### src/rtl/dsc_mem_pkg.sv
// Shared memory-block constants and width rules.
// Keeps the RAM and its controllers on the same defaults.
package dsc_mem_pkg;

    localparam int DEF_DATA_WIDTH = 32;
    localparam int DEF_ADDR_WIDTH = 3;

    // Counters carry one extra bit so that 0..DEPTH is representable.
    function automatic int CNT_W(input int aw);
        return aw + 1;
    endfunction

endpackage

### src/rtl/ram_fifo_ctrl_if.sv
// Push/pop valid-ready bundle for ram_fifo_ctrl.
// The slave modport is the FIFO side; master is the user side.
interface ram_fifo_ctrl_if #(
    parameter int DATA_WIDTH = 32
);

    logic [DATA_WIDTH-1:0] in_data_i;
    logic                  in_valid_i;
    logic                  in_ready_o;
    logic [DATA_WIDTH-1:0] out_data_o;
    logic                  out_valid_o;
    logic                  out_ready_i;

    modport slave (
        input  in_data_i,
        input  in_valid_i,
        output in_ready_o,
        output out_data_o,
        output out_valid_o,
        input  out_ready_i
    );

    modport master (
        output in_data_i,
        output in_valid_i,
        input  in_ready_o,
        input  out_data_o,
        input  out_valid_o,
        output out_ready_i
    );

endinterface

### src/rtl/dual_port_ram.sv
// Simple dual-port RAM: synchronous write, combinational read.
// Contents are never reset; rst_n only blocks writes while low.
module dual_port_ram
    import dsc_mem_pkg::*;
#(
    parameter int DATA_WIDTH = DEF_DATA_WIDTH,
    parameter int ADDR_WIDTH = DEF_ADDR_WIDTH
) (
    input  logic                  clk,
    input  logic                  rst_n,
    input  logic                  write_en_i,
    input  logic [ADDR_WIDTH-1:0] write_addr_i,
    input  logic [DATA_WIDTH-1:0] data_i,
    input  logic                  read_en_i,
    input  logic [ADDR_WIDTH-1:0] read_addr_i,
    output logic [DATA_WIDTH-1:0] data_o
);

    logic [DATA_WIDTH-1:0] r_mem [2**ADDR_WIDTH];

    always_ff @(posedge clk) begin
        if (write_en_i && rst_n) begin
            r_mem[write_addr_i] <= data_i;
        end
    end

    assign data_o = read_en_i ? r_mem[read_addr_i] : '0;

endmodule

### src/rtl/ram_fifo_ctrl.sv
// First-word-fall-through FIFO controller around dual_port_ram.
// Wrap-bit pointers give count, full and empty without extra state.
module ram_fifo_ctrl
    import dsc_mem_pkg::*;
#(
    parameter int DATA_WIDTH  = DEF_DATA_WIDTH,
    parameter int ADDR_WIDTH  = DEF_ADDR_WIDTH,
    parameter int AFULL_LEVEL = (2**ADDR_WIDTH) - 2
) (
    input  logic                           clk,
    input  logic                           rst,
    input  logic                           flush_i,
    ram_fifo_ctrl_if.slave                 bus,
    output logic [CNT_W(ADDR_WIDTH)-1:0]   count_o,
    output logic                           full_o,
    output logic                           empty_o,
    output logic                           almost_full_o,
    output logic                           ovf_o,
    output logic                           udf_o
);

    localparam int CW = CNT_W(ADDR_WIDTH);

    logic [CW-1:0]         r_wr_ptr;
    logic [CW-1:0]         r_rd_ptr;
    logic                  r_ovf;
    logic                  r_udf;
    logic [CW-1:0]         w_count;
    logic                  w_full;
    logic                  w_empty;
    logic                  w_push;
    logic                  w_pop;
    logic [DATA_WIDTH-1:0] w_rd_data;

    assign w_empty = (r_wr_ptr == r_rd_ptr);
    assign w_full  = (r_wr_ptr[ADDR_WIDTH-1:0] == r_rd_ptr[ADDR_WIDTH-1:0])
                  && (r_wr_ptr[CW-1] != r_rd_ptr[CW-1]);
    assign w_count = r_wr_ptr - r_rd_ptr;
    assign w_push  = bus.in_valid_i & ~w_full;
    assign w_pop   = bus.out_ready_i & ~w_empty;

    always_ff @(posedge clk or posedge rst) begin
        if (rst) begin
            r_wr_ptr <= '0;
            r_rd_ptr <= '0;
            r_ovf    <= 1'b0;
            r_udf    <= 1'b0;
        end else if (flush_i) begin
            r_wr_ptr <= '0;
            r_rd_ptr <= '0;
            r_ovf    <= 1'b0;
            r_udf    <= 1'b0;
        end else begin
            if (w_push) r_wr_ptr <= r_wr_ptr + CW'(1);
            if (w_pop)  r_rd_ptr <= r_rd_ptr + CW'(1);
            if (bus.in_valid_i && w_full)   r_ovf <= 1'b1;
            if (bus.out_ready_i && w_empty) r_udf <= 1'b1;
        end
    end

    // Flush does not gate the write: the slot is unreachable once pointers clear.
    dual_port_ram #(
        .DATA_WIDTH (DATA_WIDTH),
        .ADDR_WIDTH (ADDR_WIDTH)
    ) u_ram (
        .clk          (clk),
        .rst_n        (~rst),
        .write_en_i   (w_push),
        .write_addr_i (r_wr_ptr[ADDR_WIDTH-1:0]),
        .data_i       (bus.in_data_i),
        .read_en_i    (1'b1),
        .read_addr_i  (r_rd_ptr[ADDR_WIDTH-1:0]),
        .data_o       (w_rd_data)
    );

    assign bus.in_ready_o  = ~w_full;
    assign bus.out_valid_o = ~w_empty;
    assign bus.out_data_o  = w_empty ? '0 : w_rd_data;
    assign count_o         = w_count;
    assign full_o          = w_full;
    assign empty_o         = w_empty;
    assign almost_full_o   = (w_count >= CW'(AFULL_LEVEL));
    assign ovf_o           = r_ovf;
    assign udf_o           = r_udf;

endmodule

### src/flat_wrapper.sv
// flat-port wrapper written by rule: the top's interface ports become plain ports
module ram_fifo_ctrl_flat import dsc_mem_pkg::*;
#(
    parameter int DATA_WIDTH  = DEF_DATA_WIDTH,
    parameter int ADDR_WIDTH  = DEF_ADDR_WIDTH,
    parameter int AFULL_LEVEL = (2**ADDR_WIDTH) - 2
)
  (clk, rst, flush_i, count_o, full_o, empty_o, almost_full_o, ovf_o, udf_o, bus_in_data_i, bus_in_valid_i, bus_in_ready_o, bus_out_data_o, bus_out_valid_o, bus_out_ready_i);
  ram_fifo_ctrl_if #(.DATA_WIDTH(DATA_WIDTH)) bus_i ();
  input  logic clk;
  input  logic rst;
  input  logic flush_i;
  output logic [CNT_W(ADDR_WIDTH)-1:0] count_o;
  output logic full_o;
  output logic empty_o;
  output logic almost_full_o;
  output logic ovf_o;
  output logic udf_o;
  input wire logic [$bits(bus_i.in_data_i)-1:0] bus_in_data_i;
  input wire logic [$bits(bus_i.in_valid_i)-1:0] bus_in_valid_i;
  output wire logic [$bits(bus_i.in_ready_o)-1:0] bus_in_ready_o;
  output wire logic [$bits(bus_i.out_data_o)-1:0] bus_out_data_o;
  output wire logic [$bits(bus_i.out_valid_o)-1:0] bus_out_valid_o;
  input wire logic [$bits(bus_i.out_ready_i)-1:0] bus_out_ready_i;
  assign bus_i.in_data_i = bus_in_data_i;
  assign bus_i.in_valid_i = bus_in_valid_i;
  assign bus_in_ready_o = bus_i.in_ready_o;
  assign bus_out_data_o = bus_i.out_data_o;
  assign bus_out_valid_o = bus_i.out_valid_o;
  assign bus_i.out_ready_i = bus_out_ready_i;
  ram_fifo_ctrl #(.DATA_WIDTH(DATA_WIDTH), .ADDR_WIDTH(ADDR_WIDTH), .AFULL_LEVEL(AFULL_LEVEL)) u_core (.clk(clk), .rst(rst), .flush_i(flush_i), .bus(bus_i), .count_o(count_o), .full_o(full_o), .empty_o(empty_o), .almost_full_o(almost_full_o), .ovf_o(ovf_o), .udf_o(udf_o));
endmodule
### config.mk
export PLATFORM = sky130hd
export DESIGN_NAME = ram_fifo_ctrl_flat
export DESIGN_NICKNAME = d
export VERILOG_FILES = /design/src/rtl/dsc_mem_pkg.sv /design/src/rtl/ram_fifo_ctrl_if.sv /design/src/rtl/dual_port_ram.sv /design/src/rtl/ram_fifo_ctrl.sv /design/src/flat_wrapper.sv
export SDC_FILE = /design/constraint.sdc
export NUM_CORES = 1
export LEC_CHECK = 0
export CAP_MARGIN = 20
export CORE_MARGIN = 2
export CORE_UTILIZATION = 60
export CTS_BUF_LIST = sky130_fd_sc_hd__clkbuf_8
export CTS_CLUSTER_SIZE = 12
export DETAILED_ROUTE_END_ITERATION = 10
export PLACE_DENSITY = 0.82
export SLEW_MARGIN = 20
export SYNTH_ARGS = -nofsm -noshare
export SYNTH_HDL_FRONTEND = slang
export SYNTH_SLANG_ARGS = --single-unit
### constraint.sdc
create_clock -name clk -period 13.9 [get_ports clk]
set_clock_uncertainty 0.1 [all_clocks]
set_input_delay 2.085 -clock clk [delete_from_list [all_inputs] [get_ports clk]]
set_output_delay 2.085 -clock clk [all_outputs]
set_load 0.02 [all_outputs]
* Yosys cells after proc, flatten, opt, wreduce, memory -nomap -nowiden
Memory sizes are Yosys's and may differ from the RTL's.
Index checks and enable logic that the tools add are counted.
** Operators by class
- Add/sub/neg operators :: 3
- Order comparisons :: 1
- Equal/unequal tests :: 3
- Mux-type cells :: 11
- Bitwise operators :: 5
- Reductions and logical operators :: 8
** Operators with widths (count)
- two-way mux 32 bit :: 1
- two-way mux 4 bit :: 4
- adder 4 x 1 -> 4 bit (second input constant) :: 2
- nonzero test 2 bit :: 4
- two-way mux 1 bit :: 6
- == test 4 bit :: 1
- >= comparator 4 x 3 -> 1 bit (second input constant) :: 1
- logical AND 1 bit :: 4
- subtractor 4 bit :: 1
- == test 3 bit :: 1
- inverter 1 bit :: 3
- AND 1 bit :: 2
- != test 1 bit :: 1
** Word-level totals
- Bits in registers :: 10
- Bits in writable memories :: 256
- Output and inout bits :: 43
- Logic and storage cells :: 36
- Memories kept :: 1
** Memory list
- u_core.u_ram.r_mem :: depth 8, bits a word 32, rd ports 1, clocked after Yosys merged registers in 0, write ports 1, RTL line dual_port_ram.sv:19 : logic [DATA_WIDTH-1:0] r_mem [2**ADDR_WIDTH];

* Logic depth before layout (Yosys ltp)
- Word-level depth :: 7
- Mapped depth :: 8
- Gate-level depth less buffers :: 6

* By module
A second synthesis with hierarchy kept.
** Second synthesis, totals
- Cell total of the unflattened synthesis :: 605
- Area total of the unflattened synthesis :: 11073.1 sq um
** Modules (own cells, without submodules)
- dual_port_ram :: times used 1, cells each 491, area each 10149.7 sq um, sequential area each 7687.4 sq um
- ram_fifo_ctrl :: times used 1, cells each 114, area each 923.4 sq um, sequential area each 250.2 sq um

* Worst setup path after synthesis
No wires, ideal clock.
- Path type :: input-to-reg
- Start :: in bus_in_valid_i
- End :: mem u_core.u_ram.r_mem[1][0] (enable)
- Data arrival time :: 5.346 ns
- Setup slack :: 7.950 ns
- Stages :: 2
- Buffers on the path :: 0
- Cells stage by stage :: o21ai_0 > nor4_1
** Between the ends
- Longest elaborated chain between the ends :: 4
** Ends and longest elaborated chain
- from (decl) :: RTL line flat_wrapper.sv:20 : input wire logic [$bits(bus_i.in_valid_i)-1:0] bus_in_valid_i;
- AND 1 bit :: RTL line ram_fifo_ctrl.sv:39 : assign w_push = bus.in_valid_i & ~w_full;
- logical AND 1 bit :: RTL line dual_port_ram.sv:22 : if (write_en_i && rst_n) begin
- two-way mux 1 bit :: RTL line dual_port_ram.sv:22
- two-way mux 1 bit (implied by the code) :: RTL line dual_port_ram.sv:23 : r_mem[write_addr_i] <= data_i;
- to (decl) :: RTL line dual_port_ram.sv:19
No other way between the ends.

* Final worst setup path
- Start :: reg u_core.r_rd_ptr[0]
- End :: out bus_out_data_o[1]
** Between the ends
- Longest elaborated chain between the ends :: 2
** Ends and longest elaborated chain
- from (decl) :: RTL line ram_fifo_ctrl.sv:25 : logic [CW-1:0] r_rd_ptr;
- from (signal assigned) :: RTL line ram_fifo_ctrl.sv:55 : if (w_pop) r_rd_ptr <= r_rd_ptr + CW'(1);
- memory (8 x 32 bit) or == test 4 bit (tied branches)
- two-way mux 32 bit * :: RTL line ram_fifo_ctrl.sv:78 : assign bus.out_data_o = w_empty ? '0 : w_rd_data;
- to (decl) :: RTL line flat_wrapper.sv:22 : output wire logic [$bits(bus_i.out_data_o)-1:0] bus_out_data_o;
Every way passes the cells marked *; elsewhere a longest branch is shown, timed or not.

==> run metrics <==
number of hold buffers added after cts 0; CTS tree built; top-level I/O count 80; YS warnings 0; vias per inst 6.13; CP max FO 32; clock slew at reported path FFs 60 ps; Crit Path Class flip-flop to output port; CORE AREA 0.0171 mm²; DRT iter0 DRCs 534; Synth area leader edfxtp_1; area grow syn2layout 17.1%; Hold Crit Class flip-flop to flip-flop; final setup fails 0; Async SR Flop Fraction 0.0376; Place WS 8670 ps; Critical Path Source u_core.r_rd_ptr[0]; main flop type after synthesis edfxtp_1; most common cell after layout, fill and taps aside edfxtp_1; global route overflow 0; relative slew slack 0.335; reg-to-reg slack, setup between 10000 and 15000 ps; Clock Path Buffers 3; Synth top area share 0.741; top cells by area, synth edfxtp_1 74%, mux4_2 14%, a22o_1 2.7%; max-slew violations 0; Hold Path Stages 2; Mapped Avg Cell Area between 20 and 25 µm²; status complete, no violations; post-synthesis instance total approximately 470; First-pass DRT Iterations 4; largest net degree at the start of global routing roughly 70; Critical Path Start Type flip-flop; HPWL after detailed placement 11.3 mm; layout cells sized above 1 0.239; worst skew pair latency roughly 530 ps; Synth Register Bits 266; Leak Pwr about 0.0039 µW; num rows between 40 and 50; sequential area share after synthesis 0.765; PD cells 147 mW/mm²; Yosys cell types 37; GPL Wtd Cong roughly 0.81; Final Cycle Share 0.409; Die Y-Extent approximately 140 µm; HP Start u_core.ovf_o; Hold Path Sink u_core.ovf_o; H-tree levels 2; Fin Setup TNS 0 ps; endpoints failing hold 0; post-CTS setup buffer count 0; WP data arrival between 3000 and 4000 ps; most frequent cells in the layout 256 x edfxtp_1, 79 x clkdlybuf4s50_1, 64 x mux4_2, 43 x clkbuf_8, 32 x a22o_1; IO Port Bufs 79; initial antenna violation count 1; # resized after CTS 0; Reg-to-Reg Start u_core.r_rd_ptr[2]; Net count, final around 620; DRC violations left 0; FMAX 176 MHz; RSZ-0062 raised after global routing no; Die Area about 0.018 mm²; post-synthesis net count between 500 and 600; CP max-delay cell dfrtp_4; Total GRT Usage 0.228; IR drop worst, VDD about 0.00011 V; min cycle time layout 5680 ps; clk root buf clkbuf_8; vias in the first global route approximately 5300; CTS buffer count 42; setup slack after layout between 8000 and 9000 ps; DR vias approximately 5100; Starting Density 0.606; Worst path max stage delay approximately 630 ps; Worst EP required 11720 ps; post-DR wirelength/cell about 24 µm; Slew @ Worst Pin roughly 1000 ps; antenna-violating nets left 0; post-synthesis cell area 0.0104 mm²; Post-synth EDFFs around 260; Critical R2R Capture u_core.u_ram.r_mem[1][19]; worst path cell trace ha_1 > and3_1 > a21oi_4 > buf_4 > a22o_1 > clkdlybuf4s50_1; Max Cap Viol 0; clock sinks between 200 and 300; first-pass GRT wire length 30.5 mm; Die Width ~140 µm; reg2reg path depth 6; endpoint type of the worst setup path output port; DRT Wirelength just under 20 mm
## flip-flops by register name, summed over array words and instances (netlist names)
register and flops:
u_core.udf_o 1, u_core.ovf_o 1, u_core.r_rd_ptr 4, u_core.u_ram.r_mem 256, u_core.r_wr_ptr 4
## stage by stage
step                total power (µW)  hold WS (ps)   util  instance area [µm²]  cells
floorplan                       1120           499      -                10400    467
global placement                1230           386  0.668                11400    761
detailed placement              1230           391  0.668                11400    761
CTS                             1810           407  0.710                12100    828
global route                    1860           419  0.710                12100    829
finish                          1790           410  0.710                12100    829
## final cells by class
cell class                 instances  area (µm²)
inverter                          10        37.5
sequential                       266        7940
antenna                            1        2.50
clock inverter                    24         123
fill                             959        4970
clock buffer                      43         592
multi-input combinational        168        2280
tap                              225         282
timing repair buffer              92         888
## worst max-delay path: cells and delay by family, from the launching register on
family / cells / cell delay [ps]
AOI/OAI and AO/OA: 2 / 490
buffers and inverters: 2 / 1040
DFF: 1 / 630
and+or+nand+nor: 1 / 400
adders and majority gates: 1 / 390
## Yosys cell counts, types with 2 or more instances
cell type,number
a21oi_1,6
ha_1,5
and3_1,2
dfrtp_1,10
inv_1,10
buf_12,3
nand2_1,7
a21oi_2,2
clkbuf_1,3
mux4_2,64
mux2_2,6
buf_2,12
buf_4,2
o21ai_0,2
edfxtp_1,256
nor2b_1,4
nor2_1,15
o31ai_1,2
nand4_1,2
nor4_1,3
o2111ai_1,3
a22o_1,32
a31oi_1,2
## layer usage
metal  part of all wire  vias up  GRT usage
li1                   -     2195          -
met4              0.017        0     0.0752
met5                  0        -          0
met1               0.40     2642      0.315
met2               0.52      209      0.372
met3              0.066       32     0.0475
## worst max path at each step
stage / cells past startpoint / slack [ps] / end
after floorplan: 2 / 7950 / u_core.u_ram.r_mem[1][0]
after global placement: 4 / 8700 / bus_out_data_o[30]
after detailed placement: 4 / 8670 / bus_out_data_o[30]
after CTS: 4 / 8110 / bus_out_data_o[30]
after global routing: 4 / 7970 / bus_out_data_o[7]
final: 6 / 8220 / bus_out_data_o[1]
## cells by family (layout without fill, tap and decap cells)
group	after synthesis	in the layout	share of synthesized area
flops	266	266	0.765
mux	70	70	0.145
compound gates	51	51	0.0396
simple gates	38	38	0.0177
buf+inv	33	169	0.0206
fa+ha+maj	6	6	0.00796
xor+xnor	3	3	0.00326
other cells	0	1	0
## power breakdown
part           switching (µW)  total [µW]  internal (µW)
combinational             158         312            154
sequential               10.7         903            893
clock                     275         576            302
total                     443        1790           1350
(Power assumes the default switching activity.)
